`src/rtl/i2c_write_sequencer.sv`:
```
// -----------------------------------------------------------------------------
// i2c_write_sequencer
//
// Command-queue stage in front of i2c_master. Buffers single-byte write
// commands {7-bit device address, 8-bit data} in a small FIFO and hands them
// to the master one at a time over a start/busy/done handshake. A NACK or an
// accept timeout re-issues the same head entry up to MAX_RETRY times. After
// that the entry is dropped and the sticky error flag and the error counter
// are updated. A fixed idle gap of GAP_CYCLES clocks follows every attempt.
//
// Ports
//   clk, rst_n         system clock, asynchronous active-low reset
//   cmd_valid/ready    command push handshake (push when both high)
//   cmd_addr/data      command payload
//   fifo_level         entries currently queued (updates the cycle after)
//   busy               FIFO non-empty or sequencer not idle
//   err, err_clr       sticky drop flag and its synchronous clear
//   err_cnt            dropped-entry count, saturates at 255
//   m_start            one-cycle request to the master
//   m_device_addr/data payload to the master, held from m_start until done
//   m_busy/done/nack   master status; m_nack is qualified by m_done
// -----------------------------------------------------------------------------
module i2c_write_sequencer #(
    parameter int unsigned FIFO_DEPTH     = 4,
    parameter int unsigned MAX_RETRY      = 3,
    parameter int unsigned GAP_CYCLES     = 16,
    parameter int unsigned ACCEPT_TIMEOUT = 32
) (
    input  logic                        clk,
    input  logic                        rst_n,
    input  logic                        cmd_valid,
    output logic                        cmd_ready,
    input  logic [6:0]                  cmd_addr,
    input  logic [7:0]                  cmd_data,
    output logic [$clog2(FIFO_DEPTH):0] fifo_level,
    output logic                        busy,
    output logic                        err,
    input  logic                        err_clr,
    output logic [7:0]                  err_cnt,
    output logic                        m_start,
    output logic [6:0]                  m_device_addr,
    output logic [7:0]                  m_data,
    input  logic                        m_busy,
    input  logic                        m_done,
    input  logic                        m_nack
);

    localparam int unsigned PtrW = $clog2(FIFO_DEPTH);
    localparam int unsigned LvlW = PtrW + 1;
    localparam int unsigned RtyW = $clog2(MAX_RETRY + 2);
    localparam int unsigned GapW = $clog2(GAP_CYCLES + 1);
    localparam int unsigned TmoW = $clog2(ACCEPT_TIMEOUT + 1);

    localparam logic [LvlW-1:0] LvlFull = LvlW'(FIFO_DEPTH);
    localparam logic [RtyW-1:0] RtyMax  = RtyW'(MAX_RETRY);
    localparam logic [GapW-1:0] GapLast = GapW'(GAP_CYCLES - 1);
    localparam logic [TmoW-1:0] TmoLast = TmoW'(ACCEPT_TIMEOUT - 1);

    typedef enum logic [2:0] {
        StIdle,
        StIssue,
        StWaitAccept,
        StWaitDone,
        StFail,
        StGap
    } state_e;

    // -------------------------------------------------------------------------
    // State
    // -------------------------------------------------------------------------
    state_e          state_q, state_d;

    logic [14:0]     mem_q [FIFO_DEPTH];
    logic [14:0]     mem_d [FIFO_DEPTH];
    logic [PtrW-1:0] wr_ptr_q, wr_ptr_d;
    logic [PtrW-1:0] rd_ptr_q, rd_ptr_d;
    logic [LvlW-1:0] level_q, level_d;
    logic            cmd_ready_q, cmd_ready_d;

    logic [RtyW-1:0] retry_q, retry_d;
    logic [GapW-1:0] gap_q, gap_d;
    logic [TmoW-1:0] tmo_q, tmo_d;

    logic            m_start_q, m_start_d;
    logic [6:0]      m_addr_q, m_addr_d;
    logic [7:0]      m_data_q, m_data_d;
    logic            err_q, err_d;
    logic [7:0]      err_cnt_q, err_cnt_d;

    logic            push;
    logic            pop;
    logic            drop;
    logic [14:0]     head;

    assign push = cmd_valid && cmd_ready_q;
    assign head = mem_q[rd_ptr_q];

    // -------------------------------------------------------------------------
    // Next-state logic
    // -------------------------------------------------------------------------
    always_comb begin
        state_d   = state_q;
        retry_d   = retry_q;
        gap_d     = gap_q;
        tmo_d     = tmo_q;
        m_start_d = 1'b0;
        m_addr_d  = m_addr_q;
        m_data_d  = m_data_q;
        pop       = 1'b0;
        drop      = 1'b0;

        case (state_q)
            StIdle: begin
                // Outputs are registered, so the head is latched on the way
                // into StIssue and is visible for the whole m_start cycle.
                if ((level_q != '0) && !m_busy) begin
                    state_d   = StIssue;
                    m_start_d = 1'b1;
                    m_addr_d  = head[14:8];
                    m_data_d  = head[7:0];
                end
            end

            StIssue: begin
                tmo_d   = '0;
                state_d = StWaitAccept;
            end

            StWaitAccept, StWaitDone: begin
                // A done seen before busy is handled exactly like a normal
                // completion; the master may finish faster than we sample.
                if (m_done) begin
                    if (m_nack) begin
                        state_d = StFail;
                    end else begin
                        pop     = 1'b1;
                        retry_d = '0;
                        gap_d   = '0;
                        state_d = StGap;
                    end
                end else if (state_q == StWaitAccept) begin
                    if (m_busy) begin
                        state_d = StWaitDone;
                    end else if (tmo_q == TmoLast) begin
                        state_d = StFail;
                    end else begin
                        tmo_d = tmo_q + 1'b1;
                    end
                end
            end

            StFail: begin
                if (retry_q < RtyMax) begin
                    retry_d = retry_q + 1'b1;
                end else begin
                    pop     = 1'b1;
                    drop    = 1'b1;
                    retry_d = '0;
                end
                gap_d   = '0;
                state_d = StGap;
            end

            StGap: begin
                if (gap_q == GapLast) begin
                    state_d = StIdle;
                end else begin
                    gap_d = gap_q + 1'b1;
                end
            end

            default: state_d = StIdle;
        endcase
    end

    // FIFO pointers and occupancy. Ready is derived from the next level so it
    // is already low in the cycle after the push that fills the queue.
    always_comb begin
        mem_d    = mem_q;
        wr_ptr_d = wr_ptr_q;
        rd_ptr_d = rd_ptr_q;

        if (push) begin
            mem_d[wr_ptr_q] = {cmd_addr, cmd_data};
            wr_ptr_d        = wr_ptr_q + 1'b1;
        end
        if (pop) begin
            rd_ptr_d = rd_ptr_q + 1'b1;
        end

        level_d     = level_q + LvlW'(push) - LvlW'(pop);
        cmd_ready_d = (level_d != LvlFull);
    end

    // Set wins over clear so a drop is never lost to a coincident err_clr.
    always_comb begin
        err_d     = err_q;
        err_cnt_d = err_cnt_q;
        if (err_clr) begin
            err_d = 1'b0;
        end
        if (drop) begin
            err_d = 1'b1;
            if (err_cnt_q != 8'hFF) begin
                err_cnt_d = err_cnt_q + 8'd1;
            end
        end
    end

    // -------------------------------------------------------------------------
    // Registers
    // -------------------------------------------------------------------------
    always_ff @(posedge clk or negedge rst_n) begin
        if (!rst_n) begin
            state_q     <= StIdle;
            mem_q       <= '{default: '0};
            wr_ptr_q    <= '0;
            rd_ptr_q    <= '0;
            level_q     <= '0;
            cmd_ready_q <= 1'b1;
            retry_q     <= '0;
            gap_q       <= '0;
            tmo_q       <= '0;
            m_start_q   <= 1'b0;
            m_addr_q    <= '0;
            m_data_q    <= '0;
            err_q       <= 1'b0;
            err_cnt_q   <= '0;
        end else begin
            state_q     <= state_d;
            mem_q       <= mem_d;
            wr_ptr_q    <= wr_ptr_d;
            rd_ptr_q    <= rd_ptr_d;
            level_q     <= level_d;
            cmd_ready_q <= cmd_ready_d;
            retry_q     <= retry_d;
            gap_q       <= gap_d;
            tmo_q       <= tmo_d;
            m_start_q   <= m_start_d;
            m_addr_q    <= m_addr_d;
            m_data_q    <= m_data_d;
            err_q       <= err_d;
            err_cnt_q   <= err_cnt_d;
        end
    end

    // -------------------------------------------------------------------------
    // Outputs
    // -------------------------------------------------------------------------
    assign cmd_ready     = cmd_ready_q;
    assign fifo_level    = level_q;
    assign busy          = (state_q != StIdle) || (level_q != '0);
    assign err           = err_q;
    assign err_cnt       = err_cnt_q;
    assign m_start       = m_start_q;
    assign m_device_addr = m_addr_q;
    assign m_data        = m_data_q;

    // -------------------------------------------------------------------------
    // Internal invariants
    // -------------------------------------------------------------------------
    a_start_in_issue : assert property (@(posedge clk) disable iff (!rst_n)
        m_start_q |-> (state_q == StIssue));

    a_level_bounded : assert property (@(posedge clk) disable iff (!rst_n)
        level_q <= LvlFull);

    a_ready_matches_level : assert property (@(posedge clk) disable iff (!rst_n)
        cmd_ready_q == (level_q != LvlFull));

endmodule

```
`config.mk`:
```
export PLATFORM = sky130hd
export DESIGN_NAME = i2c_write_sequencer
export DESIGN_NICKNAME = d
export VERILOG_FILES = /design/src/rtl/i2c_write_sequencer.sv
export SDC_FILE = /design/constraint.sdc
export NUM_CORES = 1
export LEC_CHECK = 0
export CELL_PAD_IN_SITES_DETAIL_PLACEMENT = 2
export CELL_PAD_IN_SITES_GLOBAL_PLACEMENT = 2
export CORE_ASPECT_RATIO = 1.75
export CORE_MARGIN = 2
export CORE_UTILIZATION = 43
export DETAILED_ROUTE_END_ITERATION = 12
export PLACE_DENSITY = 0.81
export REMOVE_ABC_BUFFERS = 1
export SETUP_SLACK_MARGIN = 0.05
export SLEW_MARGIN = 40
export SYNTH_ARGS = -nofsm -noshare
export SYNTH_HDL_FRONTEND = slang
export SYNTH_SLANG_ARGS = --single-unit
```
`constraint.sdc`:
```
create_clock -name clk -period 5.2 [get_ports clk]
set_clock_uncertainty 0.1 [all_clocks]
set_input_delay 0.78 -clock clk [delete_from_list [all_inputs] [get_ports clk]]
set_output_delay 0.78 -clock clk [all_outputs]
set_load 0.01 [all_outputs]
```
==> key figures <==
Outcome
  – Outcome: finished, final reports clean

Synth
  – Post-Synthesis Cell Area: just over 5000 um^2
  – Top cells by area, synth: dfrtp_1 (54%), mux2_2 (18%), mux4_2 (6.6%)
  – Syn Area/Cell: approximately 14 um^2
  – Post-synthesis compound-gate area fraction: around 6.1%
  – Area share of the largest cell type after synthesis: 53.63%
  – Synth Area in Adders: approximately 3.1%
  – Top_reg_cell synth: dfrtp_1
  – Synth cell types: 53
  – Largest family of logic cells by synthesized area: multiplexers
  – Yosys reg bits: 110
  – Async SR Flop Fraction: 100.0%
  – Post-synthesis mux area share: about 25%
  – Number of synthesized flops with an enable pin: 0
  – Yosys Warn Count: 0
  – Sequential area share after synthesis: 54.15%
  – Mapped Cells: 365
  – Simple-Gate Fraction of Synth Area: 7.675%
  – Post-synthesis xor/xnor area fraction: about 1.9%
  – Largest area contributor in the netlist: dfrtp_1

CTS
  – Clock Sink Count: 110
  – CTS tree: done
  – Worst-skew pair later-pin latency: around 0.35 ns
  – Max Buffers Root-to-Sink: 2
  – Clock H-tree levels: 3
  – Root Driver: clkbuf_16
  – Setup Buffers After CTS: 0
  – Num CTS Buffers: 9
  – Post_cts resized: 0
  – Reg clk slew, reported paths: 0.07 ns
  – Hold Buf Count CTS: 0

Global route
  – Antenna violations before repair: 0
  – Largest net degree at the start of global routing: 78
  – Grt ovf: 0
  – Vias in the first global route: ~3.7k
  – First-pass GRT wire length: 21,220 um
  – GRT Total Usage: a little over a fifth

Power
  – Int Pwr: about 2400 uW
  – Peak VDD IR: roughly 0.20 mV
  – PwrDens: approximately 600 nW/um^2
  – Switching share of power: between 30% and 40%
  – Clock network fraction of design power: 19.8%
  – Leakage: about 0.0026 uW
  – Gate power share: a little under two fifths
  – Seq pwr share: a little over two fifths
  – NetSw: 1202 uW

Worst setup path
  – Arrival time worst endpoint: a little under 2 ns
  – CP Max Fanout: 4
  – Critical path type: register to output pin
  – Req. time, crit path: 4.32 ns
  – CP startpoint kind: register
  – Critical path endpoint category: output pin

Floorplan
  – Top Ports: 52
  – # rows: 52
  – Die W: approximately 86 um
  – Die height: roughly 150 um
  – Initial Util: between 40% and 50%
  – Std-Cell Core Area: ~12,000 um^2
  – Full die area: 12,750 um^2

Drt
  – Via count: between 3k and 4k
  – Routed wire length: between 10,000 and 15,000 um
  – Final ANT Viol Nets: 0
  – DRC violations left: 0
  – DR pass1 iterations: 4
  – Drt wl/cell: approximately 23 um
  – Via/cell ratio: ~5.8
  – DR iter-0 viols: ~100

Place
  – Place WS: 2.103 ns
  – Gp weighted congestion: 0.7275
  – Port bufs: 51
  – Hpwl dp: 8217 um

Worst hold path
  – HP Class: input pin to async pin

Finish
  – Nets: 446
  – Filler Cell Count: between 1k and 1.5k
  – Share of layout cells above drive strength 1: between 30% and 40%
  – Layout area overhead: 18.77%
  – N_diodes: 0

Timing
  – Rel. slew slack: between 50% and 60%
  – Pin slew with the least headroom to its limit: just over 0.7 ns
  – Slew Limit Fails: 0
  – Setup violations, final: 0
  – Final min period: 2.834 ns
  – Endpoints failing hold: 0
  – RSZ-0062 raised after global routing: no
  – Post-route setup slack: around 2.4 ns
  – Final period util: between 50% and 60%
  – Max Clk Rate: roughly 350 MHz
  – Fin Setup TNS: 0 ns

Job
  – Max-cap violations: 0
-- synthesized netlist by cell type (all sizes together) (2+ instances only) --
library cell / n
buf: 9
nand2b: 6
a22o: 3
o21ai: 13
a21oi: 6
a21o: 2
mux4: 15
and3: 3
ha: 11
nor3: 5
and2: 3
a211o: 2
nand2: 12
nand3b: 3
xnor2: 4
nor2: 9
dfrtp: 109
inv: 9
a2111oi: 2
clkbuf: 9
a211oi: 2
nand3: 13
xor2: 7
nor2b: 2
o311ai: 3
mux2: 81
nor3b: 4
-- power by group through the flow --
stage                     Clock [uW]  Sequential (uW)  Combinational [uW]
after global placement             0             1520                1250
after CTS                        744             1570                1370
final                            719             1570                1340
after floorplan                    0             1510                 839
after detailed placement           0             1570                1340
after global routing             775             1620                1470
-- critical path, stage by stage (launching register included) --
cell             delay (ns)
dfrtp_1                0.44
nor3_1                 0.49
nand2_1                0.16
clkdlybuf4s50_1        0.52
-- state kept, by name, summed over array words and instances (netlist names), 2 cells and up --
register       flops
m_device_addr      7
retry_q            3
fifo_level         3
state_q            3
rd_ptr_q           2
gap_q              5
m_data             8
tmo_q              6
wr_ptr_q           2
err_cnt            8
mem_q             60
-- path summary, 6_finish.rpt --
| path | endpoint | slack [ns] | depth (start not counted) | startpoint |
|---|---|---|---|---|
| worst max-delay path | busy | 2.37 | 3 | fifo_level[1] |
| worst max register to register | cmd_ready | 2.48 | 8 | state_q[1] |
| min in group clk | rd_ptr_q[0] | 0.40 | 1 | rd_ptr_q[0] |
| worst min register to register | rd_ptr_q[0] | 0.40 | 1 | rd_ptr_q[0] |
| worst min-delay path | m_data[1] | 0.35 | 1 | rst_n |
| max in group asynchronous | rd_ptr_q[1] | 3.69 | 2 | rst_n |
-- stage by stage --
stage / hold slack [ns] / instances / power (uW) / utilization [%] / area [um^2]
after global routing: 0.3907 / 552 / 3871 / 52.16 / 6041
after CTS: 0.3801 / 552 / 3692 / 52.15 / 6040
final: 0.3514 / 552 / 3630 / 52.16 / 6041
after global placement: 0.3686 / 535 / 2777 / 49.17 / 5694
after detailed placement: 0.3775 / 536 / 2904 / 49.44 / 5725
after floorplan: 0.3496 / 347 / 2352 / - / 5002
-- cell families after synthesis --
kind of cell | Yosys count
compound gates | 42
xor+xnor | 11
fa+ha+maj | 12
buf+inv | 27
flops | 110
mux | 97
simple gates | 66
-- layout by cell type, fill, tap and decap left out, types with 4 or more instances in the layout --
master	instances
dfrtp_1	108
mux2_2	81
clkdlybuf4s50_1	50
mux4_2	15
nand2_1	12
o21ai_0	12
ha_1	11
inv_1	9
nor2_1	9
nand3_1	9
clkbuf_16	9
xor2_1	7
a21oi_1	6
nand2b_1	6
xnor2_1	4
nor3_1	4
nand3_2	4
-- layer usage --
layer	part of all wire (%)	vias to the layer above	global-route usage, %	wire length (um)
li1	-	1422	-	-
met1	38	1699	26.09	4916
met2	58	45	40.66	7417
met3	1.9	15	3.127	244
met4	1.7	0	5.938	221
met5	0	-	0	0
-- final cells by class --
type	instances	area, um^2	area share (%)
Clock inverter	6	75.07	1.243
Clock buffer	10	239.0	3.956
Inverter	9	33.78	0.5592
Timing Repair Buffer	54	534.3	8.844
Multi-Input combinational cell	228	2235	36.99
Sequential cell	110	2755	45.61
Tap cell	135	168.9	2.796
No activity file was read; power rests on OpenSTA's default activity.
==> patch 1 (same flow settings) <==
Change the parameter `MAX_RETRY` from 3 to 5.
--- a/src/rtl/i2c_write_sequencer.sv
+++ b/src/rtl/i2c_write_sequencer.sv
@@ -22,7 +22,7 @@
 // -----------------------------------------------------------------------------
 module i2c_write_sequencer #(
     parameter int unsigned FIFO_DEPTH     = 4,
-    parameter int unsigned MAX_RETRY      = 3,
+    parameter int unsigned MAX_RETRY      = 5,
     parameter int unsigned GAP_CYCLES     = 16,
     parameter int unsigned ACCEPT_TIMEOUT = 32
 ) (
Behaviour: same outputs for any inputs over 10 cycles, from zero or initial values and one cycle with rst_n low; that may be too few to reach the edited logic, so the function may still have changed.
==> patch 1 against the original RTL <==
Hold slack improved by 40 ps; first-iteration DRC count shrank 6.7%; cell area down 1.9%; wire length is 5.4% lower; area after synthesis fell by 1.8%; critical path depth increased by 6; sequential cell count unchanged; total power decreased by 2.5%; via count down 4.7%; utilization shrank 0.39 points; setup slack got worse by 110 ps.
==> patch 1: results (changes against the original RTL) <==
Synthesis
  – Synth top area cells: dfrtp_1 55%, mux2_2 17%, mux4_2 6.8%, ha_1 2.8%, nand3_1 1.7%
  – Synth cell count leaders: 109 x dfrtp_1, 77 x mux2_2, 17 x nand3_1, 15 x mux4_2, 15 x o21ai_0
  – Mapped Cells: 356 (-2.5%)
  – Cell variety after synth: 44 (-17%)
  – Register area share after synthesis: 55.1% (+0.99 points)
  – Async set or reset register ratio after synthesis: 100% (unchanged)
  – Ys Warns: 0 (unchanged)

Power and ir drop
  – Peak supply drop: 0.290 mV (+43%)
  – Leak pwr: 2.52 nW (-2.3%)
  – NetSw: 1.14 mW (-5.0%)

Place
  – DP HPWL: 7.89 mm (-4.0%)
  – Gp weighted congestion: 0.728 (about the same)
  – Placed cells: 526 (-1.9%)
  – Port buffer count: 51 (unchanged)
  – Place WS: 1970 ps (-135 ps)

Min path
  – HP Class: in -> async

Final layout
  – # diodes: 0 (unchanged)
  – Nets@finish: 436 (-2.2%)
  – Layout cell share with drive strength beyond 1: 30.0% (-1.2 points)
  – Top reg by flops: mem_q
  – Max reg flops: 60 (unchanged)

Detailed routing
  – Vias per inst: 5.59 (-2.9%)
  – DR DRC count: 0 (unchanged)
  – Via count: 3,032 (-4.7%)
  – DRT Wirelength: 12.1 mm (-5.4%)
  – Drt initial violations: 97 (-6.7%)
  – DR pass1 iterations: 3 (-1)

CTS
  – Clk pin slew, worst setup/hold paths: 70 ps (about the same)
  – Clk root buf: clkbuf_16
  – CTS Buf Count: 9 (unchanged)
  – Worst skew pair latency: 350 ps (about the same)
  – CTS-repair resized insts: 0 (unchanged)
  – Clk buf depth: 2 (unchanged)
  – H-tree Lvls: 3 (unchanged)

Setup path
  – Worst path top cell family by delay: adder cells
  – Worst r2r path cells: 9 (+1)
  – Worst stage delay on the critical path: 640 ps (+120 ps)
  – Reg2reg start: state_q[1]
  – Critical-path top delay cell: or3b_1
  – R2r endpoint: cmd_ready
  – Crit-path max FO: 20 (+16)
  – Worst endpoint data arrival time: 3110 ps (+1160 ps)

GRT
  – Largest net degree at the start of global routing: 57 (-27%)
  – Vias in the first global route: 3,663 (-1.6%)
  – Antenna violations before repair: 0 (unchanged)
  – First-pass GRT wire length: 20.3 mm (-4.1%)
  – GRT Total Usage: 21.3% (-0.64 points)

Timing
  – PnR worst setup slack: 2260 ps (-106 ps)
  – Worst Max-Slew Pin Slew: 740 ps (+17.7 ps)
  – Fin Hold WS: 392 ps (+40.3 ps)

Status
  – Outcome: finished, final reports clean
-- patch 1: changes by cell type after synthesis, sizes merged, moves of 4 or more --
| cell | unedited run | this run |
|---|---|---|
| a31oi | 1 | 5 |
| xnor2 | 4 | 8 |
| nor2 | 9 | 5 |
| mux2 | 81 | 77 |
| nand2 | 12 | 8 |
| nand3 | 13 | 17 |
-- patch 1: layout make-up --
cell class                      count  area [um^2]
Clock buffer                       11          253
Clock inverter                      5         57.6
Fill cell                        1094         5520
Inverter                           12         45.0
Multi-Input combinational cell    215         2120
Sequential cell                   110         2760
Tap cell                          135          169
Timing Repair Buffer               54          531
-- patch 1: metrics by stage --
stage                     utilization (%)  area (um^2)
final                                51.8         5930
after CTS                            51.8         5930
after detailed placement             49.1         5620
after global placement               48.8         5590
after floorplan                         -         4900
after global routing                 51.8         5930
-- patch 1: how the worst max path moves through the flow --
stage,cells after the start,start,endpoint
finish,9,state_q[1],cmd_ready
global route,9,state_q[1],cmd_ready
CTS,9,state_q[1],cmd_ready
detailed placement,10,m_done,cmd_ready
global placement,10,m_done,cmd_ready
floorplan,9,retry_q[1],cmd_ready
-- patch 1: power groups by stage --
stage	Clock [mW]	Sequential [mW]	Combinational (mW)
after floorplan	0	1.49	0.810
after global placement	0	1.51	1.19
after detailed placement	0	1.55	1.26
after CTS	0.734	1.56	1.30
after global routing	0.765	1.61	1.40
final	0.717	1.55	1.27
-- patch 1: layer usage --
metal  part of all wire, %  track usage [%]
met5                     0                0
met3                   2.8             3.45
met4                   1.3             6.43
met2                    58             40.2
met1                    38             24.0
-- patch 1: logic make-up (layout without fill, tap and decap cells) --
| family | after synthesis | after routing | share of synthesized area [%] |
|---|---|---|---|
| AOI/OAI and AO/OA | 38 | 38 | 5.26 |
| adders and majority gates | 12 | 12 | 3.16 |
| xor gates and xnor gates | 13 | 13 | 2.28 |
| and+or+nand+nor | 58 | 58 | 6.79 |
| muxes | 94 | 94 | 24.5 |
| buffers and inverters | 31 | 82 | 2.86 |
| DFF | 110 | 110 | 55.1 |
==> patch 2 (same settings) <==
Made on the original files. Encoding of `state_e`: now Gray code (3 bits for 6 states).
--- a/src/rtl/i2c_write_sequencer.sv
+++ b/src/rtl/i2c_write_sequencer.sv
@@ -57,12 +57,12 @@
     localparam logic [TmoW-1:0] TmoLast = TmoW'(ACCEPT_TIMEOUT - 1);
 
     typedef enum logic [2:0] {
-        StIdle,
-        StIssue,
-        StWaitAccept,
-        StWaitDone,
-        StFail,
-        StGap
+        StIdle       = 3'b000,
+        StIssue      = 3'b001,
+        StWaitAccept = 3'b011,
+        StWaitDone   = 3'b010,
+        StFail       = 3'b110,
+        StGap        = 3'b111
     } state_e;
 
     // -------------------------------------------------------------------------
Function: same outputs for any inputs over 4 cycles, from zero or initial values and one cycle with rst_n low; so few cycles prove little.
==> patch 2 against the original RTL <==
Die area down 1.7%; clock power fell by 3.6%; total power decreased by 8.3%; maximum frequency up 1.3%; area after synthesis decreased by 1.7%; cell area down 1.5%; setup slack better by 37 ps; sequential cell count unchanged; critical path depth is 6 higher; cell count fell by 1.3%; wire length down 2.7%; via count is 2.3% lower; critical path type is now in -> reg.
==> patch 2: results (changes against the original RTL) <==
Synthesis
  – Post-synth top flop: dfrtp_1
  – Ys Warns: 0 (unchanged)
  – Register area share after synthesis: 55.1% (+0.95 points)
  – Synth Area in Compound Gates: 4.63% (-1.5 points)
  – Synth cell count leaders: 109 x dfrtp_1, 74 x mux2_2, 20 x nand2_1, 15 x mux4_2, 13 x o21ai_0
  – Synth Area in XOR/XNOR: 1.75% (-0.14 points)
  – Post-synthesis area per instance: 14.1 um^2 (+1.0%)
  – Cell variety after synth: 46 (-13%)
  – Multiplexer share of the synthesized area: 25.4% (+0.63 points)
  – Async set or reset register ratio after synthesis: 100% (unchanged)
  – Synth top area cells: dfrtp_1 55%, mux2_2 17%, mux4_2 6.8%, ha_1 2.8%, mux2_1 1.6%
  – Post-synthesis adder-cell area fraction: 3.15% (+0.054 points)

Setup path
  – Worst endpoint data arrival time: 2960 ps (+1010 ps)
  – Worst path top cell family by delay: adder cells
  – CP Launch Point: cmd_valid
  – Worst r2r path cells: 9 (+1)
  – Worst stage delay on the critical path: 620 ps (+100 ps)
  – R2r endpoint: cmd_ready
  – Reg2reg start: retry_q[0]
  – Critical-path top delay cell: clkdlybuf4s50_1
  – Crit-path max FO: 5 (+1)

CTS
  – H-tree Lvls: 3 (unchanged)
  – Clk buf depth: 2 (unchanged)
  – Clk root buf: clkbuf_16
  – Clk pin slew, worst setup/hold paths: 70 ps (about the same)
  – Worst skew pair latency: around 340 ps

GRT
  – Largest net degree at the start of global routing: 70 (-10%)
  – Vias in the first global route: 3,660 (-1.7%)
  – Antenna violations before repair: 0 (unchanged)
  – First-pass GRT wire length: 20.7 mm (-2.5%)
  – GR Overflow Total: 0 (unchanged)
  – GRT Total Usage: 21.7% (-0.22 points)

Status
  – Outcome: finished, final reports clean

Place
  – DP Area: 0.00565 mm^2 (-1.4%)
  – DP HPWL: 8.26 mm (+0.47%)
  – Place WS: 2070 ps (-33.5 ps)
  – Placed cells: 529 (-1.3%)
  – Gp weighted congestion: 0.808 (+11%)

Detailed routing
  – WL met3: 264 um (+8.2%)
  – Top layer in use: met4
  – Drt initial violations: 59 (-43%)
  – DR pass1 iterations: 3 (-1)
  – Vias per inst: 5.70 (-1.1%)
  – Wl on met1: 4.73 mm (-3.8%)
  – Met2 Routed Length: 7.30 mm (-1.6%)
  – Via count: 3,107 (-2.3%)
  – Avg WL per Cell: 22.9 um (-1.4%)

Final layout
  – Layout cell share with drive strength beyond 1: 29.8% (-1.4 points)
  – Top reg by flops: mem_q
  – Fillers: 1,075 (-3.0%)
  – Nets@finish: 439 (-1.6%)
  – # diodes: 0 (unchanged)
  – Cell area after layout: 0.00595 mm^2 (-1.5%)

Power and ir drop
  – Peak supply drop: 0.286 mV (+41%)
  – Leak pwr: 2.55 nW (-1.1%)

Timing
  – Fin Hold WS: 334 ps (-17.1 ps)
  – Worst Max-Slew Pin Slew: 638 ps (-84.9 ps)
patch 2: cell count changes in the layout (fill, tap and decap cells not counted), moves of 3 or more:
cell | before | now
nand2_1 | 12 | 20
mux2_1 | 0 | 7
mux2_2 | 81 | 74
or3_1 | 0 | 5
nor2_1 | 9 | 5
clkbuf_1 | 0 | 3
inv_1 | 9 | 12
nand2b_1 | 6 | 3
nand3_1 | 9 | 6
nand3b_1 | 3 | 0
o311ai_1 | 3 | 0
xor2_1 | 7 | 4
patch 2: how the worst max path moves through the flow:
stage,slack (ps),depth (start not counted),endpoint
after floorplan,2780,9,cmd_ready
after global placement,2200,10,cmd_ready
after detailed placement,2070,10,cmd_ready
after CTS,2380,10,cmd_ready
after global routing,2230,9,cmd_ready
final,2400,9,cmd_ready
patch 2: area by class of cell:
class	instances	area share, %
Sequential cell	110	46.3
Multi-Input combinational cell	218	36.0
Timing Repair Buffer	54	9.11
Clock buffer	13	4.21
Tap cell	135	2.84
Clock inverter	3	0.757
Inverter	12	0.757
patch 2: logic make-up (layout without fill, tap and decap cells):
| kind of cell | Yosys count | in the layout |
|---|---|---|
| fa+ha+maj | 12 | 12 |
| xor+xnor | 10 | 10 |
| mux | 98 | 98 |
| simple gates | 64 | 64 |
| buf+inv | 27 | 82 |
| compound gates | 34 | 34 |
| flops | 110 | 110 |
patch 2: routing by layer:
layer  vias to the layer above  global-route usage [%]
met1                      1673                    24.3
met2                        44                    41.8
met3                        11                    2.77
met4                         0                    6.27
li1                       1379                       -
met5                         -                       0
patch 2: where the power goes:
part	internal, mW	total [mW]	switching (mW)	leakage [nW]
clock	0.388	0.693	0.305	0.136
sequential	1.20	1.51	0.305	1.36
combinational	0.668	1.13	0.464	1.05
total	2.26	3.33	1.07	2.55
